## config.mk

```make
export PLATFORM = sky130hd
export DESIGN_NAME = rv32im_dmem_ctrl
export DESIGN_NICKNAME = d
export VERILOG_FILES = /design/src/rtl/rv32im_dmem_ctrl_pkg.sv /design/src/rtl/rv32im_dmem_ctrl.sv
export SDC_FILE = /design/constraint.sdc
export NUM_CORES = 1
export LEC_CHECK = 0
export ABC_AREA = 1
export ABC_CLOCK_PERIOD_IN_PS = 2500
export BUFFER_PORTS_ARGS = -buffer_cell sky130_fd_sc_hd__buf_2
export CAP_MARGIN = 25
export CORE_AREA = 8 8 108 150
export DETAILED_ROUTE_END_ITERATION = 8
export DIE_AREA = 0 0 116 158
export HOLD_SLACK_MARGIN = 0.15
export PLACE_DENSITY_LB_ADDON = 0.15
export SETUP_SLACK_MARGIN = 0.05
export SKIP_CTS_REPAIR_TIMING = 1
export SLEW_MARGIN = 25
export SYNTH_ARGS = -nofsm -noshare
export SYNTH_HDL_FRONTEND = slang
export SYNTH_SLANG_ARGS = --single-unit
```

## constraint.sdc

```tcl
create_clock -name clk_i -period 2.5 [get_ports clk_i]
set_input_delay 0.5 -clock clk_i [delete_from_list [all_inputs] [get_ports clk_i]]
set_output_delay 0.5 -clock clk_i [all_outputs]
set_load 0.01 [all_outputs]
```

## src/rtl/rv32im_dmem_ctrl_pkg.sv

```systemverilog
// rv32im_dmem_ctrl_pkg: shared width, state, size and error encodings for the data-memory controller
package rv32im_dmem_ctrl_pkg;
   localparam int API_DATA_WIDTH = 32;
   typedef enum logic [2:0] {
      DMEM_IDLE  = 3'd0,
      DMEM_REQ   = 3'd1,
      DMEM_RESP  = 3'd2,
      DMEM_DONE  = 3'd3,
      DMEM_FAULT = 3'd4
   } dmem_state_e;
   typedef enum logic [1:0] {
      SIZE_B    = 2'd0,
      SIZE_H    = 2'd1,
      SIZE_W    = 2'd2,
      SIZE_RSVD = 2'd3
   } size_e;
   typedef enum logic [1:0] {
      ERR_NONE     = 2'd0,
      ERR_MISALIGN = 2'd1,
      ERR_BUS      = 2'd2,
      ERR_TIMEOUT  = 2'd3
   } err_e;
   // reserved size code falls through to the word rule
   function automatic logic misaligned(input logic [1:0] size, input logic [1:0] a);
      return (size == SIZE_H) ? a[0] : (size == SIZE_B) ? 1'b0 : |a;
   endfunction
endpackage

```

## src/rtl/rv32im_dmem_ctrl.sv

```systemverilog
// rv32im_dmem_ctrl: single-outstanding req/gnt + rvalid bus controller behind rv32im_lsu
module rv32im_dmem_ctrl
   import rv32im_dmem_ctrl_pkg::*;
#(
   parameter int DATA_W  = API_DATA_WIDTH,
   parameter int TIMEOUT = 255
) (
   input  logic              clk_i,
   input  logic              rst_ni,
   input  logic              req_i,
   input  logic              we_i,
   input  logic [1:0]        size_i,
   input  logic [DATA_W-1:0] addr_i,
   input  logic [DATA_W-1:0] wdata_i,
   input  logic [3:0]        wmask_i,
   output logic              stall_o,
   output logic              done_o,
   output logic [DATA_W-1:0] rdata_o,
   output logic              err_o,
   output logic [1:0]        err_code_o,
   output logic              bus_req_o,
   input  logic              bus_gnt_i,
   output logic              bus_we_o,
   output logic [3:0]        bus_be_o,
   output logic [DATA_W-1:0] bus_addr_o,
   output logic [DATA_W-1:0] bus_wdata_o,
   input  logic              bus_rvalid_i,
   input  logic [DATA_W-1:0] bus_rdata_i,
   input  logic              bus_err_i
);
   dmem_state_e       state, state_nxt;
   err_e              err_q;
   logic              we_q;
   logic [DATA_W-1:0] addr_q, wdata_q, rdata_q;
   logic [3:0]        be_q;
   logic [7:0]        cnt;
   logic              mis, tmo, fin, accept;
   assign mis    = misaligned(size_i, addr_i[1:0]);
   assign tmo    = cnt == 8'(TIMEOUT - 1);
   assign accept = state == DMEM_IDLE && req_i;
   always_ff @(posedge clk_i or negedge rst_ni)
      if (!rst_ni) state <= DMEM_IDLE;
      else         state <= state_nxt;
   always_comb begin
      state_nxt = state;
      case (state)
         DMEM_IDLE: if (req_i) state_nxt = mis ? DMEM_FAULT : DMEM_REQ;
         DMEM_REQ:  if (bus_gnt_i) state_nxt = DMEM_RESP;
         DMEM_RESP: if (bus_rvalid_i || tmo) state_nxt = DMEM_DONE;
         default:   state_nxt = DMEM_IDLE;
      endcase
   end
   always_ff @(posedge clk_i or negedge rst_ni)
      if (!rst_ni) begin
         err_q   <= ERR_NONE;
         we_q    <= 1'b0;
         addr_q  <= '0;
         wdata_q <= '0;
         rdata_q <= '0;
         be_q    <= '0;
         cnt     <= '0;
      end else begin
         if (accept) begin
            err_q <= mis ? ERR_MISALIGN : ERR_NONE;
            if (!mis) begin
               we_q    <= we_i;
               addr_q  <= {addr_i[DATA_W-1:2], 2'b00};
               wdata_q <= wdata_i;
               be_q    <= we_i ? wmask_i : 4'hf;
            end
         end
         if (state == DMEM_REQ && bus_gnt_i) cnt <= '0;
         else if (state == DMEM_RESP)        cnt <= cnt + 8'd1;
         // rvalid takes priority over a timeout landing in the same cycle
         if (state == DMEM_RESP) begin
            if (bus_rvalid_i) begin
               err_q <= bus_err_i ? ERR_BUS : ERR_NONE;
               if (!we_q) rdata_q <= bus_rdata_i;
            end else if (tmo) begin
               err_q <= ERR_TIMEOUT;
            end
         end
      end
   assign fin         = state == DMEM_DONE || state == DMEM_FAULT;
   assign done_o      = fin;
   assign err_o       = fin && err_q != ERR_NONE;
   assign err_code_o  = err_q;
   assign rdata_o     = rdata_q;
   assign stall_o     = rst_ni && (state == DMEM_REQ || state == DMEM_RESP || accept);
   assign bus_req_o   = state == DMEM_REQ;
   assign bus_we_o    = bus_req_o && we_q;
   assign bus_be_o    = bus_req_o ? be_q : '0;
   assign bus_addr_o  = bus_req_o ? addr_q : '0;
   assign bus_wdata_o = bus_req_o ? wdata_q : '0;
endmodule

```

==> impl_results.md <==
* Width of the die at 116 um
* Mapped cell area at 0.00545 mm^2
* Clock tree from TritonCTS: done
* Launching element type of the critical path: register
* Highest fanout seen on the critical path at 41
* Levels on crit path at 5
* # nets final at 926
* Result of the run: finished, final reports clean
* Leak at 3.80 nW
* Max-Slew Margin vs Limit at 49.9%
* CTS Root Buffer Type: sky130_fd_sc_hd__clkbuf_16
* Final critical-path required period at 2.31 ns
* Antenna diode instance count at 0
* CP bufs+invs at 3
* Ratio of final minimum period to clock period at 92.5%
* Synthesized area divided by synthesized cell count at 8.88 um^2
* Total routing resource utilization after global routing at 15.4%
* Type of the tightest min-delay check: in2async
* First-pass GRT wire length at 22200 um
* Via density at 4.46
* Sequential fraction of the synthesis area at 51.4%
* Number of routed nets with antenna violations at 0
* Post-detailed-placement half-perimeter wirelength at 10600 um
* Pin count of the biggest net entering global routing at 77
* Max cap viols at 0
* Total congestion overflow after global routing at 0
* Overall routed net length at 13900 um
* Core region area at 0.0141 mm^2
* Standard-cell row count at 52
* Met3 wire length at 1150 um
* Proportion of layout cells with a drive suffix above 1 at 45.4%
* Critical path's top delay family: buffers and inverters
* Share of Yosys cell area claimed by the top area cell type at 51.4%
* M1 WL at 5850 um
* I/O pin cnt at 216
* RSZ-0062 raised after global routing: no
* Count of clock tree sinks at 112
* Number of hold violations in the final report at 0
* Iteration-0 DRC Markers at 167
* Residual DRC count at 0
* Critical-path top delay cell: sky130_fd_sc_hd__dfrtp_1
* Capturing element type of the critical path: output port
* Clock skew after layout at 0.0115 ns
* GPL Wtd Cong at 0.778
* Final setup violating endpoints at 0
* Via count of the first global-routing pass at 4518
* Synthesis warning total at 0
* Total of flip-flops plus latches after synthesis at 112
* Power density over the cells at 1130 mW/mm^2
* Minimum hold slack at 0.329 ns
* Count of final max-slew check failures at 0
* Buffer levels on the longest clock path at 2
* Die Footprint at 0.0183 mm^2
* H-tree level count at 3
* Vias at 4497
* Post-CTS clock slew at the launch and capture registers of the worst setup and hold paths at 0.08 ns
* Critical Path, Cell by Cell: nor3_4 > inv_4 > buf_12 > nor2_1 > buf_2
* Most area-hungry cell type in the Yosys netlist: sky130_fd_sc_hd__dfrtp_1
* Insertion delay to the later sink of the worst-skew pair at 0.35 ns
* Worst Path Class, Setup: reg2out
* Initial antenna violation count at 0
* Relative area change from synthesis to final layout at 26.7%
* Routed length per instance at 13.8 um
* Pin slew with the least headroom to its limit at 0.752 ns
* Final setup slack of the worst path at 0.186 ns
* Pre-CTS WS at 0.386 ns
* Initial core utilization at 38.8%
* Number of clock buffers inserted by TritonCTS at 9
* Top area cells in the synthesized netlist: sky130_fd_sc_hd__dfrtp_1 51%, sky130_fd_sc_hd__o21ai_2 9.6%, sky130_fd_sc_hd__nand2_2 7.1%, sky130_fd_sc_hd__nand2_1 7.0%, sky130_fd_sc_hd__inv_1 5.6%
* Req. time, crit path at 2.00 ns
* Peak clock frequency supported by timing at 432 MHz
* Router iterations before antenna repair at 4
* Worst Reg2Reg Path Length in Cells at 8
* Gate Count Post-Synth at 614
* Vert. Die Dim at 158 um
* CP peak stage delay at 0.47 ns
* Sum of met2 wire segment lengths after detailed routing at 6680 um
* Worst supply voltage drop on vdd at 0.597 mV
* Arrival time at the worst endpoint at 1.81 ns
* Top Metal Used: met4
* Number of distinct library cells after synthesis at 30
* I/O Buffers at 213
[cells by family after synthesis]
logic type / after synthesis / synth area share, %
DFF: 112 / 51.4
buffers and inverters: 122 / 11.0
and+or+nand+nor: 294 / 25.2
other: 1 / 0.0688
adders and majority gates: 2 / 0.459
AOI/OAI and AO/OA: 83 / 11.9
[power by group]
part | leakage (nW) | internal, mW | total, mW | switching (mW)
registers | 1.40 | 2.62 | 2.93 | 0.313
clock network | 0.152 | 0.791 | 1.48 | 0.685
logic | 2.25 | 1.27 | 3.40 | 2.13
[path summary, 6_finish.rpt]
kind	from	slack, ns	to
max	state[2]	0.19	bus_wdata_o[9]
min in group clk_i	wdata_i[19]	0.35	wdata_q[19]
max reg2reg	state[1]	0.79	be_q[2]
max in group asynchronous	rst_ni	1.65	wdata_q[0]
min	rst_ni	0.33	wdata_q[12]
min reg2reg	rdata_o[28]	0.47	rdata_o[28]
[sequential cells by signal, summed over array words and instances (netlist names)]
signal      count
wdata_q        32
be_q            4
we_q            1
addr_q         30
state           3
err_code_o      2
rdata_o        32
cnt             8
[stage by stage]
stage	cells	cell area [um^2]	power, mW	util (%)	setup TNS (ns)
3_3_place_gp	993	6590	6.33	46.9	0
5_1_grt	1009	6910	8.46	49.1	0
4_1_cts	1009	6900	7.94	49.1	-0.00272
2_1_floorplan	615	5460	5.30	-	0
3_5_place_dp	993	6590	6.43	46.9	0
6_report	1009	6910	7.81	49.1	0
[final cells by class]
class / instances / area [um^2]
well taps: 189 / 236
multi-input cells: 381 / 2060
flip-flops and latches: 112 / 2800
fillers: 1461 / 7150
clock buffers: 9 / 225
inverters: 90 / 340
clock inverters: 7 / 77.6
repair buffers: 221 / 1170
[cells in the final DEF, fill, tap and decap left out, types with 9 or more instances in the layout]
master and instances:
sky130_fd_sc_hd__buf_2 212, sky130_fd_sc_hd__clkbuf_16 9, sky130_fd_sc_hd__dfrtp_1 112, sky130_fd_sc_hd__inv_1 81, sky130_fd_sc_hd__nand2_1 102, sky130_fd_sc_hd__nand2_2 62
sky130_fd_sc_hd__nand3_1 42, sky130_fd_sc_hd__nor2_1 78, sky130_fd_sc_hd__o21ai_1 15, sky130_fd_sc_hd__o21ai_2 60
[per-layer routing]
metal,track usage [%],vias to the layer above
li1,-,2278
met1,18.8,2060
met2,24.5,143
met3,4.93,16
met4,5.95,0
met5,0,-
[cell usage after synthesis (all sizes together)]
cell	n
nand2	165
a31oi	1
nand3	43
clkinv	2
nand4	1
nor2	81
conb	1
nor3b	1
clkbuf	7
dfrtp	112
ha	2
o21a	1
nor3	3
o21ai	78
o21bai	1
a21oi	2
buf	25
inv	88
Power figures use the tool's default switching activity.
